### src/rtl/paridad_pkg.sv
// Shared state encoding and default parameter values for the streaming XOR/parity engine.
package paridad_pkg;

    localparam int unsigned ANCHO_DEF         = 8;
    localparam int unsigned LONG_MAX_DEF      = 16;
    localparam int unsigned PARIDAD_IMPAR_DEF = 0;

    typedef enum logic [1:0] {
        ESPERA  = 2'd0,
        ACUMULA = 2'd1,
        ENTREGA = 2'd2
    } estado_t;

endpackage

### src/rtl/paridad_xor_flujo_xor_reduccion.sv
// Combinational word-to-parity reduction; the parity sense is fixed by PARIDAD_IMPAR.
module xor_reduccion
    import paridad_pkg::*;
#(
    parameter int unsigned ANCHO         = ANCHO_DEF,
    parameter int unsigned PARIDAD_IMPAR = PARIDAD_IMPAR_DEF
) (
    input  logic [ANCHO-1:0] palabra,
    output logic             paridad
);

    localparam logic IMPAR = (PARIDAD_IMPAR != 0);

    always_comb begin
        paridad = (^palabra) ^ IMPAR;
    end

endmodule

### src/rtl/paridad_xor_flujo.sv
// Streaming XOR/parity engine: folds a packet of words into one XOR word and parity bit,
// or checks a packet whose last word is its XOR check word.
module paridad_xor_flujo
    import paridad_pkg::*;
#(
    parameter int unsigned ANCHO         = ANCHO_DEF,
    parameter int unsigned LONG_MAX      = LONG_MAX_DEF,
    parameter int unsigned PARIDAD_IMPAR = PARIDAD_IMPAR_DEF
) (
    input  logic                          Reloj,
    input  logic                          Reset_n,
    input  logic [ANCHO-1:0]              Entrada,
    input  logic                          Entrada_valida,
    input  logic                          Ultimo,
    input  logic                          Modo,
    output logic                          Entrada_lista,
    output logic [ANCHO-1:0]              Salida_palabra,
    output logic                          Salida_bit,
    output logic                          Error_paridad,
    output logic                          Desborde,
    output logic [$clog2(LONG_MAX+1)-1:0] Cuenta,
    output logic                          Salida_valida,
    input  logic                          Salida_lista
);

    localparam int unsigned CW = $clog2(LONG_MAX + 1);
    localparam logic [CW-1:0] LONG_MAX_C = CW'(LONG_MAX);

    estado_t          estado_q, estado_d;
    logic [ANCHO-1:0] acc_q, acc_d;
    logic [CW-1:0]    cuenta_q, cuenta_d;
    logic             modo_q, modo_d;
    logic             desborde_q, desborde_d;
    logic             bit_q, bit_d;
    logic             error_q, error_d;
    logic             paridad_d;
    logic             acepta;

    // Parity is taken from the next accumulator value so the registered bit lands with the result.
    xor_reduccion #(
        .ANCHO         (ANCHO),
        .PARIDAD_IMPAR (PARIDAD_IMPAR)
    ) u_xor_reduccion (
        .palabra (acc_d),
        .paridad (paridad_d)
    );

    always_comb begin
        estado_d   = estado_q;
        acc_d      = acc_q;
        cuenta_d   = cuenta_q;
        modo_d     = modo_q;
        desborde_d = desborde_q;
        acepta     = Entrada_valida && (estado_q != ENTREGA);

        case (estado_q)
            ESPERA, ACUMULA: begin
                if (acepta) begin
                    if (estado_q == ESPERA) begin
                        acc_d    = Entrada;
                        cuenta_d = CW'(1);
                        modo_d   = Modo;
                    end else begin
                        acc_d    = acc_q ^ Entrada;
                        cuenta_d = cuenta_q + CW'(1);
                    end
                    if (Ultimo) begin
                        estado_d = ENTREGA;
                    end else if (cuenta_d == LONG_MAX_C) begin
                        estado_d   = ENTREGA;
                        desborde_d = 1'b1;
                    end else begin
                        estado_d = ACUMULA;
                    end
                end
            end
            ENTREGA: begin
                if (Salida_lista) begin
                    estado_d   = ESPERA;
                    acc_d      = '0;
                    cuenta_d   = '0;
                    modo_d     = 1'b0;
                    desborde_d = 1'b0;
                end
            end
            default: begin
                estado_d = ESPERA;
            end
        endcase

        // Status bits are only meaningful while a result is held; zero otherwise.
        bit_d   = (estado_d == ENTREGA) && paridad_d;
        error_d = (estado_d == ENTREGA) && modo_d && (acc_d != '0);
    end

    always_ff @(posedge Reloj) begin
        if (!Reset_n) begin
            estado_q   <= ESPERA;
            acc_q      <= '0;
            cuenta_q   <= '0;
            modo_q     <= 1'b0;
            desborde_q <= 1'b0;
            bit_q      <= 1'b0;
            error_q    <= 1'b0;
        end else begin
            estado_q   <= estado_d;
            acc_q      <= acc_d;
            cuenta_q   <= cuenta_d;
            modo_q     <= modo_d;
            desborde_q <= desborde_d;
            bit_q      <= bit_d;
            error_q    <= error_d;
        end
    end

    always_comb begin
        Entrada_lista  = (estado_q != ENTREGA);
        Salida_valida  = (estado_q == ENTREGA);
        Salida_palabra = acc_q;
        Salida_bit     = bit_q;
        Error_paridad  = error_q;
        Desborde       = desborde_q;
        Cuenta         = cuenta_q;
    end

endmodule

### config.mk
export PLATFORM = sky130hd
export DESIGN_NAME = paridad_xor_flujo
export DESIGN_NICKNAME = d
export VERILOG_FILES = /design/src/rtl/paridad_pkg.sv /design/src/rtl/paridad_xor_flujo_xor_reduccion.sv /design/src/rtl/paridad_xor_flujo.sv
export SDC_FILE = /design/constraint.sdc
export NUM_CORES = 1
export LEC_CHECK = 0
export CAP_MARGIN = 20
export CORE_UTILIZATION = 41
export DETAILED_ROUTE_END_ITERATION = 7
export GPL_TIMING_DRIVEN = 0
export PLACE_DENSITY = 0.69
export SYNTH_ARGS = -nofsm -noshare
export SYNTH_HDL_FRONTEND = slang
export SYNTH_SLANG_ARGS = --single-unit
export TNS_END_PERCENT = 30
### constraint.sdc
create_clock -name Reloj -period 4.1 [get_ports Reloj]
set_input_delay 0.41 -clock Reloj [delete_from_list [all_inputs] [get_ports Reloj]]
set_output_delay 0.41 -clock Reloj [all_outputs]
set_load 0.02 [all_outputs]
-- Yosys cells after proc, flatten, opt, wreduce, memory -nomap -nowiden
Cells that the tools add are included.
- output and inout bits: 18
- register bits: 19
- multiplexer cells: 24
- bitwise operators: 1
- $add $sub $neg: 1
- reduce and logical (&&, ||, !) cells: 11
- equal/unequal tests: 9
- operators with widths (cell ; number):
    $mux 5 ; 5
    $mux 8 ; 3
    $pmux 8 s2 ; 1
    $pmux 5 s2 ; 1
    $mux 2 ; 4
    $ne 2x2->1 const B ; 4
    $reduce_bool 8->1 ; 1
    $reduce_xor 8->1 ; 1
    $xor 8x8->8 ; 1
    $mux 1 ; 7
    $add 5x1->5 const B ; 1
    $eq 5x5->1 const B ; 1
    $reduce_and 5->1 ; 1
    $eq 2x2->1 const B ; 2
    $logic_and 1x1->1 ; 4
    $pmux 1 s2 ; 2
    $pmux 2 s2 ; 1
    $reduce_and 3->1 ; 1
    $eq 2x1->1 const B ; 1
    $logic_not 2->1 ; 1
    $ne 2x1->1 const B ; 1
    $reduce_bool 2->1 ; 1
    $reduce_or 2->1 ; 1

-- Depth between registers and ports, before layout
- depth in word-level cells: 12
- mapped depth: 9

-- Cells and area by module
Synthesis repeated with hierarchy kept, for this count alone.
- cell total of the unflattened synthesis: 133
- area total of the unflattened synthesis: 1117.3 um^2
- by module, submodules not included (module ; sequential area each (um^2) ; area an instance (um^2) ; cells an instance ; instances):
    paridad_xor_flujo ; 380.4 ; 1056.0 ; 126 ; 1
    xor_reduccion ; 0.0 ; 61.3 ; 7 ; 1

-- Least setup slack after synthesis
No wires, ideal clock.
- kind: register -> register
- start point: register estado_q[0]
- end point: register bit_q (netlist: Salida_bit)
- data arrival time: 1.647 ns
- data required time: 3.972 ns
- setup time: 0.128 ns
- cell stages (with the launch flop): 8
- setup slack: 2.325 ns
- cells stage by stage: dfxtp_1 buf_2 buf_1 o221ai_1 ha_1 xnor2_1 xnor2_1 a211oi_2
- cells in the longest elaborated chain, start to end: 11
- elaborated cells on any way between the ends: 21
- ends and longest elaborated chain (what ; line ; text):
    start, declared ; paridad_xor_flujo.sv:29 ; estado_t estado_q, estado_d;
    start signal, assigned ; paridad_xor_flujo.sv:106 ; estado_q <= estado_d;
    $logic_not 2->1 ; paridad_xor_flujo.sv:56, paridad_xor_flujo.sv:59 ;
    $mux 5 ; paridad_xor_flujo.sv:59 ; if (estado_q == ESPERA) begin
    $mux 5 ; paridad_xor_flujo.sv:58 ; if (acepta) begin
    $mux 5 ; paridad_xor_flujo.sv:56 ; case (estado_q)
    $eq 5x5->1 ; paridad_xor_flujo.sv:69 ; end else if (cuenta_d == LONG_MAX_C) begin
    $mux 2 ; paridad_xor_flujo.sv:69 ;
    $mux 2 ; paridad_xor_flujo.sv:67 ; if (Ultimo) begin
    $mux 2 ; paridad_xor_flujo.sv:58 ;
    $pmux 2 s2 ; paridad_xor_flujo.sv:56 ;
    $eq 2x2->1 ; paridad_xor_flujo.sv:92 ; bit_d = (estado_d == ENTREGA) && paridad_d;
    $logic_and 1x1->1 (*) ; paridad_xor_flujo.sv:92 ;
    end signal, assigned ; paridad_xor_flujo.sv:111 ; bit_q <= bit_d;
    end, declared ; paridad_xor_flujo.sv:34 ; logic bit_q, bit_d;
Mark *: on every way between the ends. The rest lies on a longest branch, timed or not. The select of a mux whose other input is x is not followed.
A chain may end at the register's enable or synchronous reset.

-- Final worst setup path
- start point: input port Entrada_valida
- end point: register bit_q (netlist: Salida_bit)
- cells in the longest elaborated chain, start to end: 5
- elaborated cells on any way between the ends: 8
- ends and longest elaborated chain (what ; line ; text):
    start, declared ; paridad_xor_flujo.sv:13 ; input logic Entrada_valida,
    $logic_and 1x1->1 (*) ; paridad_xor_flujo.sv:54 ; acepta = Entrada_valida && (estado_q != ENTREGA);
    $mux 8 / $mux 2 (equally long branches) ; paridad_xor_flujo.sv:58 ;
    $pmux 8 s2 / $pmux 2 s2 (equally long branches) ; paridad_xor_flujo.sv:56 ;
    $reduce_xor 8->1 / $eq 2x2->1 (equally long branches) ; paridad_xor_flujo_xor_reduccion.sv:15, paridad_xor_flujo.sv:92 ;
    $logic_and 1x1->1 (*) ; paridad_xor_flujo.sv:92 ;
Mark *: on every way between the ends. The rest lies on a longest branch, timed or not.

==> impl_metrics.env <==
export IMPL_run_status="finished, final reports clean"
export IMPL_finalWirelength_mm=3.07
export IMPL_post_synth_top_area_cell="sky130_fd_sc_hd__dfxtp_1"
export IMPL_dieWidth_um=56.4
export IMPL_core_area_sq_um=2780
export IMPL_detail_route_wl_per_cell_um=15.1
export IMPL_hold_path_class="reg2reg"
export IMPL_worst_setup_path_type="in2reg"
export IMPL_detail_route_vias_per_cell=5.69
export IMPL_clk_latency_ps=310
export IMPL_cts_htree_levels=1
export IMPL_ys_seq_elements=19
export IMPL_postCtsSetupRepairBufs=0
export IMPL_yosysWarningCount=0
export IMPL_first_iteration_detailed_routing_drc_count=33
export IMPL_critical_path_cell_chain="clkdlybuf4s50_1 -> nand2b_1 -> clkbuf_1 -> o21a_1 -> o221ai_1 -> ha_1 -> xnor2_1 -> xnor2_1 -> a211oi_2"
export IMPL_cts_repair_resized_insts=0
export IMPL_die_span_y_um=56.4
export IMPL_ctsRootBufferMaster="sky130_fd_sc_hd__clkbuf_4"
export IMPL_num_antenna_cells=0
export IMPL_synth_cell_types=43
export IMPL_synthesis_area_sq_um=1210
export IMPL_holdWs_ps=525
export IMPL_async_sr_flop_fraction_pct=0
export IMPL_route_vias_total=1156
export IMPL_post_route_drc_count=0
export IMPL_worst_clock_skew_ps=3.47
export IMPL_cts_clk_slew_worst_paths_ps=120
export IMPL_max_cap_violations=0
export IMPL_crit_fanout=8
export IMPL_cp_data_required_time_ps=4340
export IMPL_antenna_found_initial=0
export IMPL_finalMaxSlewViolations=0
export IMPL_numPortBuffers=31
export IMPL_synth_top_cell_area_share_pct=31.3
export IMPL_power_per_cell_area_nw_per_um2=281
export IMPL_arrival_ps=2580
export IMPL_design_portCount=32
export IMPL_cts_buffers_inserted=3
export IMPL_p_total_w=0.000448
export IMPL_gr_usage_met3_pct=2.76
export IMPL_post_dp_hpwl_mm=2.25
export IMPL_fp_dieArea_sq_um=3180
export IMPL_post_synthesis_instance_total=137
export IMPL_hold_viol_final=0
export IMPL_grt_ovfl_total=0
export IMPL_cts_hold_fix_buffers=0
export IMPL_grt_met1_usage_pct=26.1
export IMPL_dpl_instance_area_sq_um=1560
export IMPL_clockBufferDepth=2
export IMPL_timing_critical_path_slowest_stage_cell="sky130_fd_sc_hd__clkdlybuf4s50_1"
export IMPL_startpoint_class="input pin"
export IMPL_numPlacedInstances=199
export IMPL_finish_cell_count_without_fillers=203
export IMPL_post_route_cell_area_sq_um=1590
export IMPL_cellLeakagePower_nw=0.579
export IMPL_worst_pin_slew_ps=556
export IMPL_maximum_number_of_pins_on_one_net_before_global_route_repair=12
export IMPL_syn2layout_area_growth_pct=31.0
export IMPL_fmaxAchievable_mhz=427
export IMPL_synthesis_nets=156
export IMPL_ir_drop_uv=208
export IMPL_route_antenna_remaining_nets=0
export IMPL_initial_core_util_pct=43.7
export IMPL_timing_final_crit_share_pct=57.1
export IMPL_gp_routability_congestion=0.786
export IMPL_ys_top_cells_by_area="sky130_fd_sc_hd__dfxtp_1 31%, sky130_fd_sc_hd__o221ai_1 5.8%, sky130_fd_sc_hd__nand2b_1 5.7%"
export IMPL_critical_path_endpoint_type="flip-flop"
export IMPL_grt_busiest_layer="met2"
export IMPL_fillerInstances=265
export IMPL_clock_tree_from_tritoncts="built"
export IMPL_synth_edf_count=0
export IMPL_critical_path_max_stage_delay_ps=580
export IMPL_grt_pass1_wl_mm=5.22
export IMPL_site_row_count=19
export IMPL_cpMostUsedCell="sky130_fd_sc_hd__xnor2_1"
export IMPL_finalCriticalPeriod_ps=2340
export IMPL_setup_tns_ps=0
export IMPL_synth_ff_type="sky130_fd_sc_hd__dfxtp_1"
export IMPL_grt_pass1_vias=1177
export IMPL_grtUsageTotal_pct=20.5
export IMPL_design_final_nets=192
export IMPL_grt_met2_usage_pct=35.1
export IMPL_maxSlewHeadroom_pct=62.9
export IMPL_finalSetupViolations=0
export IMPL_syn_mean_instance_area_sq_um=8.87
export IMPL_ys_seq_area_share_pct=31.3
export IMPL_drtPass1Iterations=4
export IMPL_grt_setup_unrepaired="no"
export IMPL_share_of_layout_cells_above_drive_strength_1_pct=10.5
export IMPL_cts_sink_count=19
power breakdown:
part / switching [W] / leakage (nW) / internal, W
combinational: 0.0000745 / 0.406 / 0.0000709
sequential: 0.00000666 / 0.155 / 0.000194
clock: 0.0000650 / 0.0177 / 0.0000365
total: 0.000146 / 0.579 / 0.000302
cells in the mapped netlist (2+ instances only):
cell and count:
sky130_fd_sc_hd__o21ai_0 2, sky130_fd_sc_hd__nor4b_1 2, sky130_fd_sc_hd__nand2_1 10, sky130_fd_sc_hd__a21o_1 2
sky130_fd_sc_hd__buf_6 2, sky130_fd_sc_hd__buf_2 3, sky130_fd_sc_hd__a2bb2oi_1 2, sky130_fd_sc_hd__clkbuf_1 2
sky130_fd_sc_hd__nor3_1 2, sky130_fd_sc_hd__ha_1 5, sky130_fd_sc_hd__a21oi_1 4, sky130_fd_sc_hd__nand3_1 3
sky130_fd_sc_hd__nand3b_1 9, sky130_fd_sc_hd__xor2_1 2, sky130_fd_sc_hd__xnor2_1 3, sky130_fd_sc_hd__nor2_1 14
sky130_fd_sc_hd__o221ai_1 8, sky130_fd_sc_hd__nand2b_1 11, sky130_fd_sc_hd__and2b_1 2, sky130_fd_sc_hd__dfxtp_1 19
sky130_fd_sc_hd__o21a_1 8
final cells by class:
class / count / area [sq um] / area share, %
multi-input combinational: 107 / 773 / 48.6
sequential: 19 / 380 / 23.9
timing repair buffer: 31 / 310 / 19.5
buffer: 9 / 53.8 / 3.38
tap: 31 / 38.8 / 2.44
clock buffer: 3 / 22.5 / 1.42
inverter: 2 / 7.51 / 0.472
clock inverter: 1 / 5.00 / 0.314
stage by stage:
stage	setup slack, ps	util (%)
6_report	1760	57.2
5_1_grt	1550	57.2
4_1_cts	1740	57.2
3_5_place_dp	1410	56.2
3_3_place_gp	1480	56.2
2_1_floorplan	2320	-
sequential cells by signal, summed over array words and instances, names as in the netlist:
| name | flops |
|---|---|
| Salida_palabra | 8 |
| modo_q | 1 |
| Desborde | 1 |
| estado_q | 2 |
| Cuenta | 5 |
| Salida_bit | 1 |
| Error_paridad | 1 |
final timing paths:
path	startpoint	end	slack, ps	cells past startpoint
worst min register to register	Desborde$_SDFFE_PN0P_	Desborde$_SDFFE_PN0P_	530	2
worst max register to register	estado_q[0]$_SDFF_PN0_	Salida_bit$_SDFF_PN0_	1840	7
worst min-delay path	Desborde$_SDFFE_PN0P_	Desborde$_SDFFE_PN0P_	530	2
worst max-delay path	Entrada_valida	Salida_bit$_SDFF_PN0_	1760	9
routing by layer:
| metal | part of all wire [%] | up-vias |
|---|---|---|
| met2 | 48 | 26 |
| met5 | 0 | - |
| met3 | 3.1 | 5 |
| met1 | 48 | 554 |
| li1 | - | 571 |
| met4 | 1.4 | 0 |
kinds of logic after synthesis:
| kind of cell | synth area share, % |
|---|---|
| DFF | 31.3 |
| xor gates and xnor gates | 3.61 |
| adders and majority gates | 5.15 |
| AOI/OAI and AO/OA | 23.2 |
| buffers and inverters | 5.04 |
| and+or+nand+nor | 29.9 |
| muxes | 1.85 |
cell usage in the layout (no fill, tap or decap), types with 3 or more instances in the layout:
master and n:
sky130_fd_sc_hd__nand2b_1 11, sky130_fd_sc_hd__o21a_1 8, sky130_fd_sc_hd__nand2_1 10, sky130_fd_sc_hd__clkbuf_4 3, sky130_fd_sc_hd__ha_1 5, sky130_fd_sc_hd__xnor2_1 3
sky130_fd_sc_hd__clkdlybuf4s50_1 31, sky130_fd_sc_hd__nand3b_1 9, sky130_fd_sc_hd__o221ai_1 8, sky130_fd_sc_hd__nand3_1 3, sky130_fd_sc_hd__nor2_1 14, sky130_fd_sc_hd__buf_2 3
sky130_fd_sc_hd__a21oi_1 4, sky130_fd_sc_hd__dfxtp_1 19
worst max-delay path: cells and delay by family:
| kind | cells | cell delay, ps |
|---|---|---|
| AO/OA/AOI/OAI | 3 | 660 |
| XOR/XNOR | 2 | 340 |
| adder cells (fa/ha/maj) | 1 | 300 |
| buffers and inverters | 2 | 800 |
| AND/OR/NAND/NOR | 1 | 80 |
Power figures use the tool's default switching activity.
==> RTL change, RTL diff (same settings) <==
Set the package constant `LONG_MAX_DEF` to 32 (it was 16).
--- a/src/rtl/paridad_pkg.sv
+++ b/src/rtl/paridad_pkg.sv
@@ -2,7 +2,7 @@
 package paridad_pkg;
 
     localparam int unsigned ANCHO_DEF         = 8;
-    localparam int unsigned LONG_MAX_DEF      = 16;
+    localparam int unsigned LONG_MAX_DEF      = 32;
     localparam int unsigned PARIDAD_IMPAR_DEF = 0;
 
     typedef enum logic [1:0] {
Interface: changed (resized Cuenta); port bits go from 32 to 33. The function was not compared with the original's and may differ.
==> RTL change against the original RTL <==
- critical path depth rose by 1
- cell area increased by 0.47%
- total power up 16%
- worst setup slack worse by 210 ps
- first-iteration DRC count decreased by 12%
- synthesized cell count fell by 1.5%
- cell count shrank 0.49%
- synthesized area shrank 2.3%
- routed wire length increased by 2.5%
- sequential power grew 5%
- combinational power fell by 4%
- sequential cell count grew 1
- register-to-register slack better by 110 ps
- highest routed layer unchanged
==> RTL change: results (changes against the original RTL) <==
| Metric | Value |
|---|---|
| Outcome | `finished clean` |
| DR WL/cell | `15.6 µm (+3.0%)` |
| Met3 WL | `120 µm (+28%)` |
| Comb. pwr | `0.000139 W (-4%)` |
| First DRT Iteration DRCs | `29 (-12%)` |
| Tightest Pin Transition | `507 ps (-48.6 ps)` |
| Mean number of vias per cell | `5.70 (+0.15%)` |
| Sequential power | `0.000211 W (+5%)` |
| Final nets | `191 (-0.52%)` |
| Post-CTS Repair Setup Buffers | `0 (unchanged)` |
| M2 GR Usage | `35.8% (+0.67 points)` |
| Met3 GRT Util | `5.58% (+2.8 points)` |
| Post-DP Area | `1550 µm² (-1.1%)` |
| Leak | `0.602 nW (+3.9%)` |
| Crit path DAT | `2820 ps (+240 ps)` |
| Vias | `1152 (-0.35%)` |
| Compound-Gate Fraction of Synth Area | `27.6% (+4.4 points)` |
| Sequential area share after synthesis | `33.7% (+2.4 points)` |
| Grt met1 use | `28.2% (+2.0 points)` |
| Met1 Wirelength | `1.49 mm (+1.8%)` |
| Fill cells | `270 (+1.9%)` |
| Power per standard cell area | `324 nW/µm² (+15%)` |
| Syn nets | `154 (-1.3%)` |
| Largest fanout on the critical path | `10 (+2)` |
| # diodes | `0 (unchanged)` |
| Share of post-route cells with drive strength above 1 | `9.36% (-1.1 points)` |
| Reg2reg start | `estado_q[1]$_SDFF_PN0_` |
| Synth top cells by count | `20 x dfxtp_1, 16 x nor2_1, 9 x nand4_1` |
| Synth cell types | `40 (-7.0%)` |
| Post-synthesis adder-cell area fraction | `5.27% (+0.12 points)` |
| Met2 WL | `1.50 mm (+2.2%)` |
| Yosys warnings | `0 (unchanged)` |
| I/O Buffers | `32 (+3.2%)` |
| Critical path's slowest cell | `clkdlybuf4s50_1` |
| Internal power | `0.000370 W (+23%)` |
| Place WS | `1230 ps (-174 ps)` |
| Gpl congestion | `0.801 (+1.9%)` |
| Synth top area cells | `dfxtp_1 34%, ha_1 5.3%, a21o_1 5.1%` |
| Xor/xnor share of the synthesized area | `4.43% (+0.82 points)` |
| Final clock skew | `17.5 ps (+14.1 ps)` |
| GRT Overall Usage | `21.9% (+1.5 points)` |
| Cell count after synthesis | `135 (-1.5%)` |
| Clock Latency Late Sink | `330 ps (+20 ps)` |
| Fin area | `1600 µm² (+0.47%)` |
| Pin count of the biggest net entering global routing | `13 (+1)` |
| Dpl cells | `198 (-0.50%)` |
| Dpl hpwl | `2.30 mm (+2.1%)` |
| Mux cell area share after synthesis | `0.843% (-1.0 points)` |
| Peak supply drop | `0.300 mV (+44%)` |
RTL change: cell count changes after synthesis, sizes merged, moves of 3 or more:
cell	delta
o221ai	-8
nand2	-6
nand4	+8
nand2b	-8
nand3b	-9
nor4b	-3
a21o	+6
o211ai	+7
RTL change: path summary, 6_finish.rpt:
kind	end	cells after the start	slack, ps
worst max-delay path	Salida_bit$_SDFF_PN0_	10	1550
worst min-delay path	Desborde$_SDFFE_PN0P_	2	510
worst max register to register	Salida_bit$_SDFF_PN0_	9	1950
worst min register to register	Desborde$_SDFFE_PN0P_	2	510
RTL change: cell type report:
cell class / count / area share [%]
Buffer: 9 / 2.82
Clock buffer: 3 / 1.41
Clock inverter: 1 / 1.88
Inverter: 2 / 0.469
Multi-Input combinational cell: 104 / 45.9
Sequential cell: 20 / 25.0
Tap cell: 31 / 2.43
Timing Repair Buffer: 32 / 20.0
